[config.mk]
export PLATFORM = sky130hd
export DESIGN_NAME = beam_trigger_scaler
export DESIGN_NICKNAME = d
export VERILOG_FILES = /design/src/rtl/beam_trigger_scaler.sv
export SDC_FILE = /design/constraint.sdc
export NUM_CORES = 2
export LEC_CHECK = 0
export ABC_AREA = 1
export CAP_MARGIN = 40
export CORE_MARGIN = 5
export CORE_UTILIZATION = 40
export DETAILED_ROUTE_END_ITERATION = 7
export PLACE_DENSITY = 0.67
export SYNTH_ARGS = -nofsm -noshare
export SYNTH_HDL_FRONTEND = slang
export SYNTH_SLANG_ARGS = --single-unit
[constraint.sdc]
create_clock -name aclk -period 3.1 [get_ports aclk]
set_clock_uncertainty 0.2 [all_clocks]
set_input_delay 0.62 -clock aclk [delete_from_list [all_inputs] [get_ports aclk]]
set_output_delay 0.62 -clock aclk [all_outputs]
set_load 0.05 [all_outputs]
[src/rtl/beam_trigger_scaler.sv]
//------------------------------------------------------------------------------
// beam_trigger_scaler: per-beam holdoff-qualified trigger gating with gated
// saturating rate counters, snapshot registers and a one-cycle read port.
// Revision: 1.0
//------------------------------------------------------------------------------
`default_nettype none

module beam_trigger_scaler #(
  parameter int NBEAMS        = 8,
  parameter int COUNT_WIDTH   = 32,
  parameter int HOLDOFF_WIDTH = 8,
  parameter int PERIOD_WIDTH  = 32,
  localparam int IDX_WIDTH    = (NBEAMS > 1) ? $clog2(NBEAMS) : 1
) (
  input  logic                     aclk,
  input  logic                     aresetn,
  input  logic [NBEAMS-1:0]        trig_i,
  input  logic [NBEAMS-1:0]        mask_i,
  input  logic [HOLDOFF_WIDTH-1:0] holdoff_i,
  input  logic [PERIOD_WIDTH-1:0]  period_i,
  input  logic                     mode_i,
  input  logic                     start_i,
  input  logic                     stop_i,
  input  logic                     rd_req_i,
  input  logic [IDX_WIDTH-1:0]     rd_idx_i,
  output logic [NBEAMS-1:0]        trig_o,
  output logic                     busy_o,
  output logic                     done_o,
  output logic                     rd_ack_o,
  output logic [COUNT_WIDTH-1:0]   rd_dat_o,
  output logic [15:0]              snap_seq_o
);

  localparam logic [PERIOD_WIDTH-1:0]  PERIOD_ONE = 1;
  localparam logic [HOLDOFF_WIDTH-1:0] HOLD_ONE   = 1;
  localparam logic [COUNT_WIDTH-1:0]   COUNT_ONE  = 1;
  localparam logic [15:0]              SEQ_ONE    = 16'd1;

  typedef enum logic [0:0] {
    IDLE  = 1'b0,
    COUNT = 1'b1
  } state_t;

  state_t                   state;
  logic [NBEAMS-1:0]        accept;
  logic [HOLDOFF_WIDTH-1:0] holdoff  [NBEAMS];
  logic [COUNT_WIDTH-1:0]   count    [NBEAMS];
  logic [COUNT_WIDTH-1:0]   snapshot [NBEAMS];
  logic [PERIOD_WIDTH-1:0]  gate_cnt;
  logic [PERIOD_WIDTH-1:0]  gate_load;

  function automatic logic [COUNT_WIDTH-1:0] sat_inc(
    input logic [COUNT_WIDTH-1:0] value,
    input logic                   inc
  );
    return (inc && (value != '1)) ? value + COUNT_ONE : value;
  endfunction

  always_comb begin
    accept = '0;
    for (int b = 0; b < NBEAMS; b++) begin
      accept[b] = trig_i[b] & ~mask_i[b] & (holdoff[b] == '0);
    end
  end

  // A zero period behaves as a one-cycle gate.
  assign gate_load = (period_i == '0) ? '0 : period_i - PERIOD_ONE;
  assign busy_o    = (state == COUNT);

  always_ff @(posedge aclk or negedge aresetn) begin
    if (!aresetn) begin
      trig_o <= '0;
      for (int b = 0; b < NBEAMS; b++) begin
        holdoff[b] <= '0;
      end
    end else begin
      trig_o <= accept;
      for (int b = 0; b < NBEAMS; b++) begin
        if (accept[b]) begin
          holdoff[b] <= holdoff_i;
        end else if (holdoff[b] != '0) begin
          holdoff[b] <= holdoff[b] - HOLD_ONE;
        end
      end
    end
  end

  always_ff @(posedge aclk or negedge aresetn) begin
    if (!aresetn) begin
      state      <= IDLE;
      gate_cnt   <= '0;
      done_o     <= 1'b0;
      snap_seq_o <= '0;
      for (int b = 0; b < NBEAMS; b++) begin
        count[b]    <= '0;
        snapshot[b] <= '0;
      end
    end else begin
      done_o <= 1'b0;
      case (state)
        IDLE: begin
          if (start_i && !stop_i) begin
            state    <= COUNT;
            gate_cnt <= gate_load;
            for (int b = 0; b < NBEAMS; b++) begin
              count[b] <= '0;
            end
          end
        end
        COUNT: begin
          if (gate_cnt == '0) begin
            // Final gate cycle: this cycle's accepts still belong to the gate.
            for (int b = 0; b < NBEAMS; b++) begin
              snapshot[b] <= sat_inc(count[b], accept[b]);
              count[b]    <= '0;
            end
            snap_seq_o <= snap_seq_o + SEQ_ONE;
            done_o     <= 1'b1;
            if (!stop_i && (mode_i || start_i)) begin
              gate_cnt <= gate_load;
            end else begin
              state <= IDLE;
            end
          end else if (stop_i) begin
            state <= IDLE;
            for (int b = 0; b < NBEAMS; b++) begin
              count[b] <= '0;
            end
          end else if (start_i) begin
            gate_cnt <= gate_load;
            for (int b = 0; b < NBEAMS; b++) begin
              count[b] <= '0;
            end
          end else begin
            gate_cnt <= gate_cnt - PERIOD_ONE;
            for (int b = 0; b < NBEAMS; b++) begin
              count[b] <= sat_inc(count[b], accept[b]);
            end
          end
        end
        default: state <= IDLE;
      endcase
    end
  end

  always_ff @(posedge aclk or negedge aresetn) begin
    if (!aresetn) begin
      rd_ack_o <= 1'b0;
      rd_dat_o <= '0;
    end else begin
      rd_ack_o <= rd_req_i;
      if (rd_req_i) begin
        rd_dat_o <= (int'(rd_idx_i) < NBEAMS) ? snapshot[rd_idx_i] : '0;
      end
    end
  end

endmodule

`default_nettype wire

==> results.txt <==
The width of the die came out at 328 um. The aggregate negative setup slack came out at 0 ns. Of all cell types, the one taking the most synthesized area is sky130_fd_sc_hd__dfrtp_1. The DRC violation count after routing came out at 0.

The worst hold endpoint is snapshot[127]. The required time of the critical path came out at 3.39 ns. In this run the critical register-to-register path is launched from count[192]. The wire length of the first global-routing pass is 206000 um.

The internal power contribution is 16000 uW. The leading register cell type out of synthesis is sky130_fd_sc_hd__dfrtp_1. The synthesized design contains 0 enable-type register cells. The clock network latency to the later pin of the worst-skew pair came out at 0.65 ns. The fraction of the cycle the final worst path needs is 0.915. The detail-routed net length per standard cell is 18.0 um.

The area after detailed placement is 0.0435 mm2. The fill cell total of the finished layout is 10100. The chip height is 328 um. The biggest fanout along the worst timing path came out at 21. The buffer levels on the longest clock path is 3. The critical path is of the flip-flop to flip-flop type. The synthesized netlist occupies a cell area of 0.0403 mm2. The met3 routing resource usage after global routing came out at 0.0337.

The number of max-cap violations is 0. The critical path starts at count[192]. STA classifies the critical path startpoint as a flip-flop. Of the cells placed in the final design, the portion with a size suffix greater than 1 is 0.0537. The combinational group share of total power is 0.127. For this run, the slowest stage of the critical path takes 0.51 ns. The number of clock sinks seen by CTS came out at 667. The number of hold violations in the final report came out at 0. The share of synthesized registers carrying an async set or reset is 1.00.

The half-perimeter wire length after detailed placement came out at 94400 um. For this configuration, the core starts out at a cell density of 0.403. Among all stages on the critical path, the largest delay is contributed by sky130_fd_sc_hd__dfrtp_1. The worst hold path begins at snapshot[127]. Measured against its own limit, the worst slew margin works out to 0.483. The shortest period the worst path allows came out at 2.84 ns. The path type of the worst min-delay path is flip-flop to flip-flop. The global routing stage identified its most utilized layer as met2. The per-cell via count in the routed design came out at 5.34. The count of placed standard cells in the final layout, fillers left out is 7274. The slack of the worst reg-to-reg path came out at 0.26 ns. Of the total power, registers draw 0.425. After synthesis, the cell types taking the most area are sky130_fd_sc_hd__dfrtp_1 41%, sky130_fd_sc_hd__nand2_1 18%, sky130_fd_sc_hd__o21ai_0 5.8%, sky130_fd_sc_hd__inv_1 5.3%, sky130_fd_sc_hd__nand3_1 5.3%. The number of antenna violations at the first check in global routing came out at 1. The worst hold path passes through 2 cells. The total instance count after detailed placement is 7129. The total via count in the routed design came out at 38900.

124 I/O pins were placed. The global route total overflow is 0. The maximum number of pins on one net before global-route repair is 107. The die area is 0.107 mm2. Synthesis instantiated 46 different standard cells from the library.

The final-layout worst hold slack is 0.276 ns. At the pin with the least slew margin, the transition time is 0.775 ns. The met1 capacity usage during global routing came out at 0.343. The number of pins with negative max-slew slack in the final report came to 0.

0 antenna diodes ended up in the layout. The logic depth of the worst register-to-register path came out at 11. The power per cell area is 480 mW/mm2. The synthesized design contains 667 register bits. The met2 routing resource usage after global routing is 0.375. The signal on the critical path passes through ha_1 > nand2_1 > nor2_2 > nand2_1 > nor2_1 > nand2_1 > nand2_2 > buf_4 > nand2_1 > nand3_1 > o21ai_0. The leakage dissipation is 0.0208 uW. The overall fraction of global-route tracks in use is 0.238. The final cell area excluding filler cells came out at 0.0463 mm2. The number of buffers and inverters on the critical path is 1. The final-stage net count is 6005. The worst path meets setup with 0.263 ns of slack. The H-tree was split into 3 levels. The Yosys warning count is 0. STA classifies the critical path endpoint as a flip-flop.

The net switching share of the total power is 0.278. The count of final setup violators came out at 0. The proportion of power drawn by the clock network came out at 0.448.

Clock-pin slew was measured on the worst setup and hold paths at 0.06 ns. The area added between synthesis and finish is 14.8%. The net count after synthesis is 5893. Setup repair after global routing left no endpoint under its margin.

Gates resized during post-CTS repair numbered 0. The arrival time at the worst endpoint came out at 3.13 ns. The fraction of post-synthesis cell area in the top cell type by area came out at 0.414. The sequential area share after synthesis came out at 0.414. The number of buffers added by the clock tree synthesis step came out at 79. Across the VDD grid, the largest voltage drop is 0.000370 V. The DRC violation total after the first TritonRoute iteration came out at 3679. The flow ran to the end, and the final reports show no timing, DRC or antenna violations. Each instance of the synthesized netlist takes up on average 6.95 um2. The worst register-to-register path ends at snapshot[220]. The switching component of the power came out at 6180 uW. The cell that appears most often on the critical path is sky130_fd_sc_hd__nand2_1. The gate family responsible for the most delay along the worst path is simple AND/OR/NAND/NOR gates. The number of placement rows is 116.

The placeable core area is 0.100 mm2. The pre-CTS setup slack came out at 0.148 ns. The routed wire length is 131000 um. CTS placed an instance of sky130_fd_sc_hd__clkbuf_16 at the clock tree root. The synthesized netlist cell count came out at 5801. The number of search-and-repair iterations in the first detailed-routing pass came out at 6. The maximum clock rate came out at 353 MHz.

The global placement routability congestion came out at 0.955. The number of routed nets with antenna violations is 0. The number of global-route vias before repair is 36300. The TritonCTS clock tree is built.

During placement, the flow inserted port buffers numbering 123.
[worst reg2reg max path: cells and delay by family, from the launching register on]
kind                     cells  cell delay [ns]
AND/OR/NAND/NOR              8             1.31
flip-flops                   1             0.51
adder cells (fa/ha/maj)      1             0.30
buffers and inverters        1             0.27
AO/OA/AOI/OAI                1             0.11
[synth_stat cells (73+ instances only)]
| cell | n |
|---|---|
| sky130_fd_sc_hd__inv_1 | 572 |
| sky130_fd_sc_hd__nand3_1 | 427 |
| sky130_fd_sc_hd__o21ai_1 | 170 |
| sky130_fd_sc_hd__o211ai_1 | 74 |
| sky130_fd_sc_hd__dfrtp_1 | 667 |
| sky130_fd_sc_hd__xor2_1 | 159 |
| sky130_fd_sc_hd__o21ai_0 | 471 |
| sky130_fd_sc_hd__nand2_1 | 1974 |
| sky130_fd_sc_hd__a21oi_1 | 98 |
| sky130_fd_sc_hd__nor2_1 | 531 |
| sky130_fd_sc_hd__buf_2 | 73 |
| sky130_fd_sc_hd__nor3_1 | 119 |
| sky130_fd_sc_hd__clkbuf_1 | 100 |
[registers in the layout, summed over array words and instances (netlist names)]
register / count
count: 256
snapshot: 256
holdoff: 64
gate_cnt: 32
rd_dat_o: 32
snap_seq_o: 16
trig_o: 8
busy_o: 1
done_o: 1
rd_ack_o: 1
[power by group through the flow]
stage	clock network [uW]	logic, uW	registers [uW]
final	9960	2810	9440
after global routing	10500	3140	9480
after CTS	10200	2820	9430
after detailed placement	0	2810	9580
after global placement	0	2760	9570
after floorplan	0	1670	9660
[layer usage]
| layer | wire length [um] | up-vias |
|---|---|---|
| met5 | 0 | - |
| met4 | 3950 | 0 |
| met3 | 9600 | 225 |
| met2 | 58200 | 1349 |
| met1 | 59000 | 18400 |
| li1 | - | 18900 |
[worst max-delay path by stage]
stage / endpoint / slack, ns / cells after the start
6_report: snapshot[220] / 0.26 / 11
2_1_floorplan: gate_cnt[11] / 0.74 / 11
3_5_place_dp: snapshot[157] / 0.15 / 11
4_1_cts: snap_seq_o[12] / 0.28 / 1
5_1_grt: snapshot[209] / 0.09 / 11
3_3_place_gp: count[157] / 0.15 / 11
[repair_timing]
| item | in CTS | in global routing |
|---|---|---|
| hold buffers | 1 | 0 |
| setup buffers | 0 | 0 |
| endpoints found under the hold margin | 27 | 0 |
[area by class of cell]
cell class | count | area, um2 | area share
Clock inverter | 37 | 513 | 0.0111
Multi-Input combinational cell | 4322 | 20300 | 0.438
Sequential cell | 667 | 16700 | 0.360
Inverter | 588 | 2220 | 0.0479
Timing Repair Buffer | 255 | 2720 | 0.0587
Tap cell | 1298 | 1620 | 0.0351
Clock buffer | 107 | 2240 | 0.0484
[stage by stage]
step	utilization	power, uW
CTS	0.462	22400
finish	0.462	22200
floorplan	-	11300
detailed placement	0.435	12400
global placement	0.435	12300
global route	0.462	23100
[cells in the final DEF, fill, tap and decap left out, types with 4 or more instances in the layout]
| master | n |
|---|---|
| sky130_fd_sc_hd__a31oi_1 | 6 |
| sky130_fd_sc_hd__and2_1 | 4 |
| sky130_fd_sc_hd__clkinvlp_4 | 7 |
| sky130_fd_sc_hd__clkbuf_8 | 16 |
| sky130_fd_sc_hd__inv_1 | 571 |
| sky130_fd_sc_hd__nor3_4 | 5 |
| sky130_fd_sc_hd__o221ai_1 | 27 |
| sky130_fd_sc_hd__buf_12 | 40 |
| sky130_fd_sc_hd__clkdlybuf4s50_1 | 118 |
| sky130_fd_sc_hd__nor3_1 | 119 |
| sky130_fd_sc_hd__nand3b_1 | 8 |
| sky130_fd_sc_hd__nand2_1 | 1973 |
| sky130_fd_sc_hd__xnor2_1 | 37 |
| sky130_fd_sc_hd__clkinv_2 | 11 |
| sky130_fd_sc_hd__inv_2 | 13 |
| sky130_fd_sc_hd__dfrtp_1 | 667 |
| sky130_fd_sc_hd__o211ai_1 | 74 |
| sky130_fd_sc_hd__nor2_2 | 7 |
| sky130_fd_sc_hd__nor2_1 | 531 |
| sky130_fd_sc_hd__buf_4 | 91 |
| sky130_fd_sc_hd__o21ai_1 | 170 |
| sky130_fd_sc_hd__or2_2 | 6 |
| sky130_fd_sc_hd__ha_1 | 27 |
| sky130_fd_sc_hd__o22ai_1 | 52 |
| sky130_fd_sc_hd__clkbuf_1 | 12 |
| sky130_fd_sc_hd__clkbuf_16 | 79 |
| sky130_fd_sc_hd__o21bai_1 | 4 |
| sky130_fd_sc_hd__a21oi_1 | 97 |
| sky130_fd_sc_hd__inv_6 | 4 |
| sky130_fd_sc_hd__xor2_1 | 159 |
| sky130_fd_sc_hd__nand4_1 | 41 |
| sky130_fd_sc_hd__nand2_2 | 6 |
| sky130_fd_sc_hd__bufinv_16 | 10 |
| sky130_fd_sc_hd__mux2i_1 | 48 |
| sky130_fd_sc_hd__nand3_1 | 427 |
| sky130_fd_sc_hd__o21ai_0 | 471 |
| sky130_fd_sc_hd__nand2_4 | 4 |
| sky130_fd_sc_hd__nor2_4 | 5 |
[logic make-up after synthesis]
kind of cell    synth area share
xor+xnor                  0.0426
compound gates             0.123
buf+inv                   0.0831
simple gates               0.317
fa+ha+maj                0.00838
mux                       0.0119
flops                      0.414
Power figures use the tool's default switching activity.
